==> src/rtl/wb_intc.sv <==
// Wishbone B3 classic interrupt controller: per-source synchroniser, level/edge
// capture with programmable polarity, enable mask, W1C pending, software trigger.
module wb_intc #(
  parameter int NUM_IRQ     = 32,
  parameter int SYNC_STAGES = 2
) (
  input  logic               wb_clk_i,
  input  logic               nrst_i,
  input  logic [4:0]         wb_adr_i,
  input  logic [31:0]        wb_dat_i,
  input  logic [3:0]         wb_sel_i,
  input  logic               wb_we_i,
  input  logic               wb_cyc_i,
  input  logic               wb_stb_i,
  input  logic [2:0]         wb_cti_i,
  input  logic [1:0]         wb_bte_i,
  output logic [31:0]        wb_dat_o,
  output logic               wb_ack_o,
  output logic               wb_err_o,
  output logic               wb_rty_o,
  input  logic [NUM_IRQ-1:0] irq_i,
  output logic               irq_o
);

  localparam logic [31:0] IRQ_MASK = (NUM_IRQ >= 32) ? 32'hFFFF_FFFF
                                                     : ((32'd1 << NUM_IRQ) - 32'd1);
  localparam int SW = SYNC_STAGES * 32;

  localparam logic [2:0] A_RAW      = 3'd0;
  localparam logic [2:0] A_PENDING  = 3'd1;
  localparam logic [2:0] A_ENABLE   = 3'd2;
  localparam logic [2:0] A_MODE     = 3'd3;
  localparam logic [2:0] A_POLARITY = 3'd4;
  localparam logic [2:0] A_VECTOR   = 3'd5;
  localparam logic [2:0] A_SOFT_SET = 3'd6;
  localparam logic [2:0] A_UNMAPPED = 3'd7;

  function automatic logic [31:0] lane_mask(input logic [3:0] sel);
    lane_mask = {{8{sel[3]}}, {8{sel[2]}}, {8{sel[1]}}, {8{sel[0]}}};
  endfunction

  logic [SW-1:0] sync_q, sync_d;
  logic [31:0]   act_prev_q, act_prev_d;
  logic [31:0]   pending_q, pending_d;
  logic [31:0]   enable_q, enable_d;
  logic [31:0]   mode_q, mode_d;
  logic [31:0]   polarity_q, polarity_d;
  logic [31:0]   dat_q, dat_d;
  logic          ack_q, ack_d;
  logic          err_q, err_d;
  logic          irq_q, irq_d;

  logic [31:0]   irq_ext_s, raw_s, act_s, lanes_s, wbits_s;
  logic [31:0]   w1c_s, soft_s, edge_next_s, masked_s, vector_s, rdata_s;
  logic          req_s, wr_s;
  logic [2:0]    reg_sel_s;
  logic [4:0]    first_s;
  logic          unused_s;

  // Cycle-type hints and byte offset carry no meaning for this slave.
  assign unused_s = ^{wb_cti_i, wb_bte_i, wb_adr_i[1:0]};

  // Capture, register-file and bus-response next-state logic
  always_comb begin
    irq_ext_s              = 32'd0;
    irq_ext_s[NUM_IRQ-1:0] = irq_i;
    sync_d    = {sync_q[SW-33:0], irq_ext_s};
    raw_s     = sync_q[SW-1 -: 32];
    act_s     = ~(raw_s ^ polarity_q) & IRQ_MASK;

    req_s     = wb_cyc_i & wb_stb_i & ~ack_q & ~err_q;
    reg_sel_s = wb_adr_i[4:2];
    wr_s      = req_s & wb_we_i;
    lanes_s   = lane_mask(wb_sel_i);
    wbits_s   = wb_dat_i & lanes_s & IRQ_MASK;

    // W1C and software set act on edge-mode bits only; level bits track the input.
    w1c_s       = (wr_s && (reg_sel_s == A_PENDING))  ? (wbits_s & mode_q) : 32'd0;
    soft_s      = (wr_s && (reg_sel_s == A_SOFT_SET)) ? (wbits_s & mode_q) : 32'd0;
    edge_next_s = (act_s & ~act_prev_q) | soft_s | (pending_q & ~w1c_s);
    pending_d   = ((mode_q & edge_next_s) | (~mode_q & act_s)) & IRQ_MASK;
    act_prev_d  = act_s;

    enable_d   = (wr_s && (reg_sel_s == A_ENABLE))
               ? (((enable_q & ~lanes_s) | (wb_dat_i & lanes_s)) & IRQ_MASK) : enable_q;
    mode_d     = (wr_s && (reg_sel_s == A_MODE))
               ? (((mode_q & ~lanes_s) | (wb_dat_i & lanes_s)) & IRQ_MASK) : mode_q;
    polarity_d = (wr_s && (reg_sel_s == A_POLARITY))
               ? (((polarity_q & ~lanes_s) | (wb_dat_i & lanes_s)) & IRQ_MASK) : polarity_q;

    masked_s = pending_q & enable_q;
    first_s  = 5'd0;
    for (int i = 31; i >= 0; i--) begin
      first_s = masked_s[i] ? i[4:0] : first_s;
    end
    vector_s = {(|masked_s), 26'd0, first_s};
    irq_d    = |masked_s;

    case (reg_sel_s)
      A_RAW:      rdata_s = raw_s;
      A_PENDING:  rdata_s = pending_q;
      A_ENABLE:   rdata_s = enable_q;
      A_MODE:     rdata_s = mode_q;
      A_POLARITY: rdata_s = polarity_q;
      A_VECTOR:   rdata_s = vector_s;
      A_SOFT_SET: rdata_s = 32'd0;
      default:    rdata_s = 32'd0;
    endcase

    ack_d = req_s & (reg_sel_s != A_UNMAPPED);
    err_d = req_s & (reg_sel_s == A_UNMAPPED);
    dat_d = (req_s && !wb_we_i && (reg_sel_s != A_UNMAPPED)) ? rdata_s : 32'd0;
  end

  // State and response registers
  always_ff @(posedge wb_clk_i or negedge nrst_i) begin
    if (!nrst_i) begin
      sync_q     <= {SW{1'b0}};
      act_prev_q <= 32'd0;
      pending_q  <= 32'd0;
      enable_q   <= 32'd0;
      mode_q     <= 32'd0;
      polarity_q <= IRQ_MASK;
      dat_q      <= 32'd0;
      ack_q      <= 1'b0;
      err_q      <= 1'b0;
      irq_q      <= 1'b0;
    end else begin
      sync_q     <= sync_d;
      act_prev_q <= act_prev_d;
      pending_q  <= pending_d;
      enable_q   <= enable_d;
      mode_q     <= mode_d;
      polarity_q <= polarity_d;
      dat_q      <= dat_d;
      ack_q      <= ack_d;
      err_q      <= err_d;
      irq_q      <= irq_d;
    end
  end

  assign wb_dat_o = dat_q;
  assign wb_ack_o = ack_q;
  assign wb_err_o = err_q;
  assign wb_rty_o = 1'b0;
  assign irq_o    = irq_q;

endmodule

==> config.mk <==
export PLATFORM = sky130hd
export DESIGN_NAME = wb_intc
export DESIGN_NICKNAME = d
export VERILOG_FILES = /design/src/rtl/wb_intc.sv
export SDC_FILE = /design/constraint.sdc
export NUM_CORES = 1
export LEC_CHECK = 0
export BUFFER_PORTS_ARGS = -buffer_cell sky130_fd_sc_hd__buf_4
export CORE_MARGIN = 3
export CORE_UTILIZATION = 42
export DETAILED_ROUTE_END_ITERATION = 8
export PLACE_DENSITY = 0.69
export SETUP_SLACK_MARGIN = 0.5
export SYNTH_ARGS = -nofsm -noshare
export SYNTH_HDL_FRONTEND = slang
export SYNTH_SLANG_ARGS = --single-unit
==> constraint.sdc <==
create_clock -name wb_clk_i -period 3.26 [get_ports wb_clk_i]
set_clock_uncertainty 0.1 [all_clocks]
set_input_delay 0.652 -clock wb_clk_i [delete_from_list [all_inputs] [get_ports wb_clk_i]]
set_output_delay 0.652 -clock wb_clk_i [all_outputs]
set_load 0.01 [all_outputs]
### After elaboration in Yosys (flattened, before gate mapping)

Cells that the tools add are included.

| storage, ports and cells | value |
|---|---|
| bits in registers | 259 |
| bits of input ports | 83 |
| output and inout bits | 36 |
| word-level logic and storage cells | 94 |

| cells by class | value |
|---|---|
| equal/unequal tests | 8 |
| mux-type cells | 36 |
| bitwise operators | 30 |
| reduce and logical (&&, ||, !) cells | 10 |

Operators with widths:

| kind | count |
|---|---|
| AND 32 bit | 10 |
| OR 32 bit | 6 |
| case mux 32 bit (6 select lines) | 1 |
| 2-to-1 mux 5 bit | 32 |
| NOT 32 bit | 5 |
| 2-to-1 mux 32 bit | 3 |
| OR reduction 32 bit | 1 |
| XOR 32 bit | 1 |
| equality test 3 bit, second input constant | 4 |
| logical AND 1 bit | 7 |
| AND 1 bit | 6 |
| equality test 3 x 2 -> 1 bit, second input constant | 2 |
| equality test 3 x 1 -> 1 bit, second input constant | 1 |
| logical NOT 3 bit | 1 |
| != test 3 bit, second input constant | 1 |
| NOT 1 bit | 2 |
| logical NOT 1 bit | 1 |

### Logic depth before layout (Yosys ltp)

Gate-level depths: netlist of run 1.

| depth | value |
|---|---|
| depth in word-level cells | 35 |
| depth in mapped cells | 8 |
| mapped depth without buffers | 5 |

### Worst setup path before layout of run 1

OpenSTA, ideal clock, no wires.

| timing path | value |
|---|---|
| path type | input to register |
| from | input wb_adr_i[3] |
| to | register pending_q[0] |
| setup time | 0.121 ns |
| arrival | 2.136 ns |
| required time | 3.039 ns |
| setup slack | 0.903 ns |
| stages on the path | 6 |
| path buffers | 1 |
| cell sequence | buf_2 > or3b_2 > nor4_4 > nand2_1 > a32o_1 > a22o_1 |

| between the ends | value |
|---|---|
| word-level cells in the longest chain between the ends | 8 |
| elaborated cells on any way between the ends | 12 |
| those cells by class | eq/ne: 2; mux: 2; bitwise: 6; reduce/logical: 2 |

RTL lines:

| what | line | text |
|---|---|---|
| start: declaration | 9 | `input logic [4:0] wb_adr_i,` |
| equality test 3 x 1 -> 1 bit | 78 | `w1c_s = (wr_s && (reg_sel_s == A_PENDING)) ? (wbits_s & mode_q) : 32'd0;` |
| logical AND 1 bit | 78 |  |
| 2-to-1 mux 32 bit | 78 |  |
| NOT 32 bit | 80 | `edge_next_s = (act_s & ~act_prev_q) \| soft_s \| (pending_q & ~w1c_s);` |
| AND 32 bit | 80 |  |
| OR 32 bit (*) | 80 |  |
| AND 32 bit (*) | 81 | `pending_d = ((mode_q & edge_next_s) \| (~mode_q & act_s)) & IRQ_MASK;` |
| OR 32 bit (*) | 81 |  |
| via pending_d[0] | 44 | `logic [31:0] pending_q, pending_d;` |
| end signal: assignment | 131 | `pending_q <= pending_d;` |
| end: declaration | 44 |  |

Mark *: on every way through the listed nets, which the timed path passes. The rest lies on a longest branch.
A chain may end at the register's enable or synchronous reset.

==> metrics.md, run 1 <==
| Metric | Value |
|---|---|
| Synth top area share | 0.523 |
| Drt drc | 0 |
| Initial antenna violation count | 0 |
| Vias in the first global route | 7,785 |
| H-tree levels | 1 |
| Post-synthesis instance area | 0.0109 sq mm |
| Largest net degree at the start of global routing | 87 |
| Critical path capture point type | register |
| Min Tclk post-route | 2470 ps |
| Pre-CTS setup slack | 410 ps |
| Commonest cells post-synth | dfrtp_1 (227), nand2_1 (110), mux2_2 (104) |
| Final wirelength | 27,600 microns |
| Synth top area cells | dfrtp_1 (52%), mux2_2 (11%), dfstp_2 (7.7%), a22o_1 (4.0%), nand2_1 (3.8%) |
| Final period utilization | 0.757 |
| Largest stage delay, worst path | 430 ps |
| Unrepaired setup endpoints after global routing | no |
| CP Max Fanout | 8 |
| Starting Density | 0.430 |
| Fin nets | 1,048 |
| R2R setup slack | 790 ps |
| Setup_tns | 0 ps |
| Worst-Margin Slew | 681 ps |
| Asr flop ratio synth | 1.00 |
| Post-Route Hold Slack | 20.6 ps |
| Max Root-Sink Buffers | 3 |
| First-pass GRT wire length | 44,300 microns |
| Post-CTS Repair Setup Buffers | 0 |
| FF-to-FF Start | wb_err_o$_DFF_PN0_ |
| Row cnt | 58 |
| CP arrival | 2780 ps |
| Reg2Reg Depth | 5 |
| Via count | 7,503 |
| Share of cells above drive strength 1 | 0.343 |
| CTS tree | yes |
| Total power divided by cell area | 633 mW/mm^2 |
| Die footprint | 0.0278 sq mm |
| Synth area leader | dfrtp_1 |
| Drt pass-1 iters | 6 |
| Setup ws final | 793 ps |
| Die height | 167 microns |
| Power Total | 0.00837 W |
| Syn_nets | 912 |
| Synth warn | 0 |
| I/O Buffers | 110 |
| WP data required | 3570 ps |
| Critical path's slowest cell | or2_2 |
| Finished Core Util | 0.524 |
| Worst-Skew Late Latency | 540 ps |
| Number of buffers created by CTS | 29 |
| Routability Congestion | 0.854 |
| VDD IR max | 0.445 mV |
| Congestion Overflow GR | 0 |
| Clk sink count | 259 |
| Post-synthesis instance total | 829 |
| Worst-path clk slew | 60 ps |
| F_max | 0.405 GHz |
| Core area | 0.0253 sq mm |
| Hold buffer count at CTS | 0 |
| Post-synthesis sequential element count | 259 |
| Leakage power | 5.82 nW |
| Dpl hpwl | 18,300 microns |
| Die X | 167 microns |
| Clock root cell | clkbuf_16 |
| Cts repair resizes | 0 |
| Yosys cell types | 49 |
| GRT Overall Usage | 0.199 |
| HP Class | in -> async |
| Status | finished clean |
| Worst path cell trace | nand4bb_1, or2_2, nor2_1, nand2_1, mux2_1 |
| Ant diodes | 0 |
| Layout area overhead | 21.9% |
| Fin. max-slew vios | 0 |
| Wire length per cell | 21.0 microns |
| Io pins | 119 |
| Slew margin rel. | 0.546 |
| Top-count cell post-synth | dfrtp_1 |
| Main synth FF type | dfrtp_1 |
| DRT iter0 DRCs | 730 |
| Via-to-Cell Ratio | 5.70 |
| Post-synth EDFFs | 0 |
| WS Path Type | reg -> reg |
| Final hold violations | 0 |
| Final setup fails | 0 |
| Max_cap viols | 0 |
| Sequential area share after synthesis | 0.601 |
| CP startpoint kind | register |
| Syn Area/Cell | 13.1 sq um |
| Routed Antenna Nets | 0 |
-- worst max-delay path by stage --
stage / startpoint / to / slack (ps) / cells after the start
after global routing: wb_err_o$_DFF_PN0_ / register / 730 / 5
final: wb_err_o$_DFF_PN0_ / register / 790 / 5
after CTS: wb_err_o$_DFF_PN0_ / register / 870 / 5
after detailed placement: wb_adr_i[2] / pending_q[2]$_DFF_PN0_ / 410 / 6
after floorplan: wb_adr_i[3] / pending_q[0]$_DFF_PN0_ / 900 / 6
after global placement: wb_adr_i[2] / pending_q[7]$_DFF_PN0_ / 440 / 6
-- layout make-up --
cell class | count | area (sq um)
flip-flops and latches | 259 | 6520
well taps | 330 | 413
inverters | 8 | 30.0
repair buffers | 139 | 1100
fillers | 2201 | 12000
clock inverters | 6 | 113
multi-input cells | 528 | 4170
clock buffers | 47 | 883
-- power by group --
part           switching, W  internal [W]
clock network       0.00125       0.00208
registers          0.000317       0.00362
logic              0.000524      0.000580
total               0.00209       0.00627
-- cell usage in the layout (no fill, tap or decap), types with 9 or more instances in the layout --
| cell type | n |
|---|---|
| dfrtp_1 | 227 |
| buf_4 | 134 |
| nand2_1 | 110 |
| mux2_2 | 104 |
| a22o_1 | 49 |
| a32o_1 | 37 |
| nor2_1 | 34 |
| xnor2_1 | 32 |
| dfstp_2 | 32 |
| clkbuf_16 | 29 |
| o21ai_0 | 23 |
| a222oi_1 | 23 |
| mux2i_1 | 17 |
| a22oi_1 | 17 |
| a21oi_1 | 11 |
| clkbuf_1 | 9 |
| clkbuf_8 | 9 |
-- per-layer routing --
layer  up-vias  GRT usage  part of all wire
met5         -          0                 0
li1       3368          -                 -
met3        50     0.0420             0.071
met1      3817      0.288              0.45
met4         0     0.0624             0.026
met2       268      0.302              0.46
-- per-stage QoR --
step / instances / cell area [sq um]
after floorplan: 829 / 10900
after global placement: 1264 / 12200
after detailed placement: 1264 / 12200
after CTS: 1317 / 13200
after global routing: 1317 / 13200
final: 1317 / 13200
-- cell families (layout without fill, tap and decap cells) --
logic type / count (synthesis) / count (layout) / synth area share
compound gates: 176 / 176 / 0.134
xor+xnor: 32 / 32 / 0.0258
buf+inv: 42 / 200 / 0.0161
flops: 259 / 259 / 0.601
mux: 129 / 129 / 0.137
other cells: 1 / 1 / 0.000346
simple gates: 190 / 190 / 0.0859
-- worst max-delay path, delay by kind of cell (launching register included) --
kind             cells  cell delay [ps]
DFF                  1              380
and+or+nand+nor      4             1440
muxes                1              420
Power figures use the tool's default switching activity.
==> run 2: changes to the inputs <==
clock period = 2.5 ns   (was 3.26 ns; I/O delays follow)
==> run 2 against run 1 <==
Hold slack improved by 97 ps. Via count is 2.2% higher. Critical path depth is 1 higher. Non-clock buffer count grew 51. Register-to-register slack got worse by 340 ps. Sequential cell count unchanged. Global-route usage is 0.13 points lower. First-iteration DRC count down 11%. Combinational power increased by 40%. Die area did not move.
==> metrics.md, run 2 (synthesis results as in run 1) <==
| Metric | Value |
|---|---|
| Status | finished clean (unchanged) |
| Area of the multi-input gates | 0.00429 sq mm (was 0.00417 sq mm) |
| Worst path top cell family by delay | simple AND/OR/NAND/NOR gates (unchanged) |
| Largest net degree at the start of global routing | 69 (was 87) |
| Congestion Overflow GR | 0 (unchanged) |
| Clock Power Share | 0.403 (was 0.398) |
| CP startpoint kind | register (unchanged) |
| Vias in the first global route | 7,841 (was 7,785) |
| Commonest non-fill, non-tap cell in the layout | dfrtp_1 (unchanged) |
| Io pins | 119 (unchanged) |
| Total power divided by cell area | 806 mW/mm^2 (was 633 mW/mm^2) |
| Core area | 0.0253 sq mm (unchanged) |
| Critical path's slowest cell | dfrtp_1 (was or2_2) |
| Ant diodes | 0 (unchanged) |
| Largest stage delay, worst path | 370 ps (was 430 ps) |
| Finished Core Util | 0.550 (was 0.524) |
| CP arrival | 2360 ps (was 2780 ps) |
| Critical hold path startpoint | wb_dat_i[6] |
| Hold Path Depth | 2 |
| WP data required | 2820 ps (was 3570 ps) |
| CP Max Fanout | 8 (unchanged) |
| Worst path cell trace | nand4bb_4, or2_4, nor4b_4, buf_6, nand2_8, mux2_2 (was nand4bb_1, or2_2, nor2_1, nand2_1, mux2_1) |
| VDD IR max | 0.710 mV (was 0.445 mV) |
| Most frequent cells in the layout | dfrtp_1 (227), buf_4 (142), nand2_1 (109) (was dfrtp_1 (227), buf_4 (134), nand2_1 (110)) |
| Fill cells | 2,157 (was 2,201) |
| Clk sink count | 259 (unchanged) |
| DRT iter0 DRCs | 649 (was 730) |
| I/O Buffers | 110 (unchanged) |
| R2R setup slack | 460 ps (was 790 ps) |
| Via-to-Cell Ratio | 5.61 (was 5.70) |
| Comb power frac | 0.138 (was 0.132) |
| FF+latch area | 0.00652 sq mm (unchanged) |
| First-pass GRT wire length | 44,100 microns (was 44,300 microns) |
| Reg2Reg Depth | 6 (was 5) |
| Fin. max-slew vios | 0 (unchanged) |
| Max Root-Sink Buffers | 3 (unchanged) |
| Slew margin rel. | 0.274 (was 0.546) |
| GRT Overall Usage | 0.197 (was 0.199) |
| HP Class | in -> reg (was in -> async) |
| Drt drc | 0 (unchanged) |
| Worst setup startpoint | wb_err_o$_DFF_PN0_ (unchanged) |
| Worst-Skew Late Latency | 540 ps (about the same) |
| Row cnt | 58 (unchanged) |
| Crit path buf inv count | 1 (was 0) |
| Pint | 0.00838 W (was 0.00627 W) |
| Starting Density | 0.430 (unchanged) |
| Die footprint | 0.0278 sq mm (unchanged) |
| Wire length per cell | 20.6 microns (was 21.0 microns) |
| Max_cap viols | 0 (unchanged) |
| Worst-path clk slew | 60 ps (about the same) |
| Share of cells above drive strength 1 | 0.359 (was 0.343) |
| Die height | 167 microns (unchanged) |
| Fin nets | 1,098 (was 1,048) |
| Drt pass-1 iters | 5 (was 6) |
| Min Tclk post-route | 2040 ps (was 2470 ps) |
| Switching share of power | 0.252 (was 0.250) |
| Final hold violations | 0 (unchanged) |
| Leakage power | 6.11 nW (was 5.82 nW) |
| Critical path capture point type | register (unchanged) |
| Final wirelength | 28,100 microns (was 27,600 microns) |
| Unrepaired setup endpoints after global routing | yes (was no) |
| Setup_tns | 0 ps (unchanged) |
| H-tree levels | 1 (unchanged) |
| FF-to-FF Start | wb_err_o$_DFF_PN0_ (unchanged) |
| Final period utilization | 0.818 (was 0.757) |
| Die X | 167 microns (unchanged) |
| Dpl hpwl | 18,500 microns (was 18,300 microns) |
| Final setup fails | 0 (unchanged) |
| Number of buffers created by CTS | 28 (was 29) |
| Routed Antenna Nets | 0 (unchanged) |
| Sequential power share | 0.459 (was 0.470) |
| Routability Congestion | 0.850 (was 0.854) |
| Clock root cell | clkbuf_16 (unchanged) |
| Layout area overhead | 28.0% (was 21.9%) |
| WS Path Type | reg -> reg (unchanged) |
| Via count | 7,665 (was 7,503) |
| Worst-Margin Slew | 1080 ps (was 681 ps) |
| CTS tree | yes (unchanged) |
| F_max | 0.489 GHz (was 0.405 GHz) |
| Initial antenna violation count | 0 (unchanged) |
| Switching Power | 0.00282 W (was 0.00209 W) |
-- run 2: cell types whose count changed in the layout (fill, tap and decap cells not counted), moves of 3 or more --
cell           change
dlygate4sd3_1     +33
buf_6             +10
buf_4              +8
clkbuf_1           -5
a22oi_1            -4
a22oi_2            +4
nand2_2            -4
nand2_8            +4
clkinv_2           +3
-- run 2: through the flow --
step	hold WS (ps)	cells	total power, W	setup WS, ps	instance area, sq um
after global routing	112	1367	0.0116	378	13900
after floorplan	104	829	0.00602	345	10900
after global placement	233	1278	0.00659	36.9	12300
after detailed placement	235	1278	0.00664	2.99	12300
final	118	1367	0.0112	456	13900
after CTS	104	1366	0.0113	453	13800
-- run 2: worst max path at each step --
stage / to / slack (ps) / cells past startpoint
2_1_floorplan: pending_q[0]$_DFF_PN0_ / 340 / 6
3_3_place_gp: register / 40 / 6
3_5_place_dp: register / 3 / 6
4_1_cts: register / 450 / 6
5_1_grt: register / 380 / 6
6_report: register / 460 / 6
-- run 2: area by class of cell --
| cell class | instances | share of cell area |
|---|---|---|
| clock buffers | 40 | 0.0603 |
| well taps | 330 | 0.0297 |
| multi-input cells | 528 | 0.309 |
| clock inverters | 12 | 0.0140 |
| flip-flops and latches | 259 | 0.469 |
| repair buffers | 190 | 0.115 |
| inverters | 8 | 0.00216 |
-- run 2: power groups by stage --
stage | Clock [W] | Sequential [W] | Combinational (W)
floorplan | 0 | 0.00506 | 0.000958
global placement | 0 | 0.00517 | 0.00142
detailed placement | 0 | 0.00518 | 0.00146
CTS | 0.00460 | 0.00512 | 0.00152
global route | 0.00477 | 0.00520 | 0.00168
finish | 0.00452 | 0.00513 | 0.00154
-- run 2: timing repair --
item                                   CTS  global route
setup endpoints to repair              131           110
setup buffers                            3             1
hold buffers                            33             0
gates resized for setup                 15            17
pin swaps                                2             0
endpoints found under the hold margin   81             0
-- run 2: routing by layer --
metal,global-route usage,part of all wire
met5,0,0
met1,0.286,0.46
met4,0.0581,0.028
met3,0.0373,0.064
met2,0.306,0.45
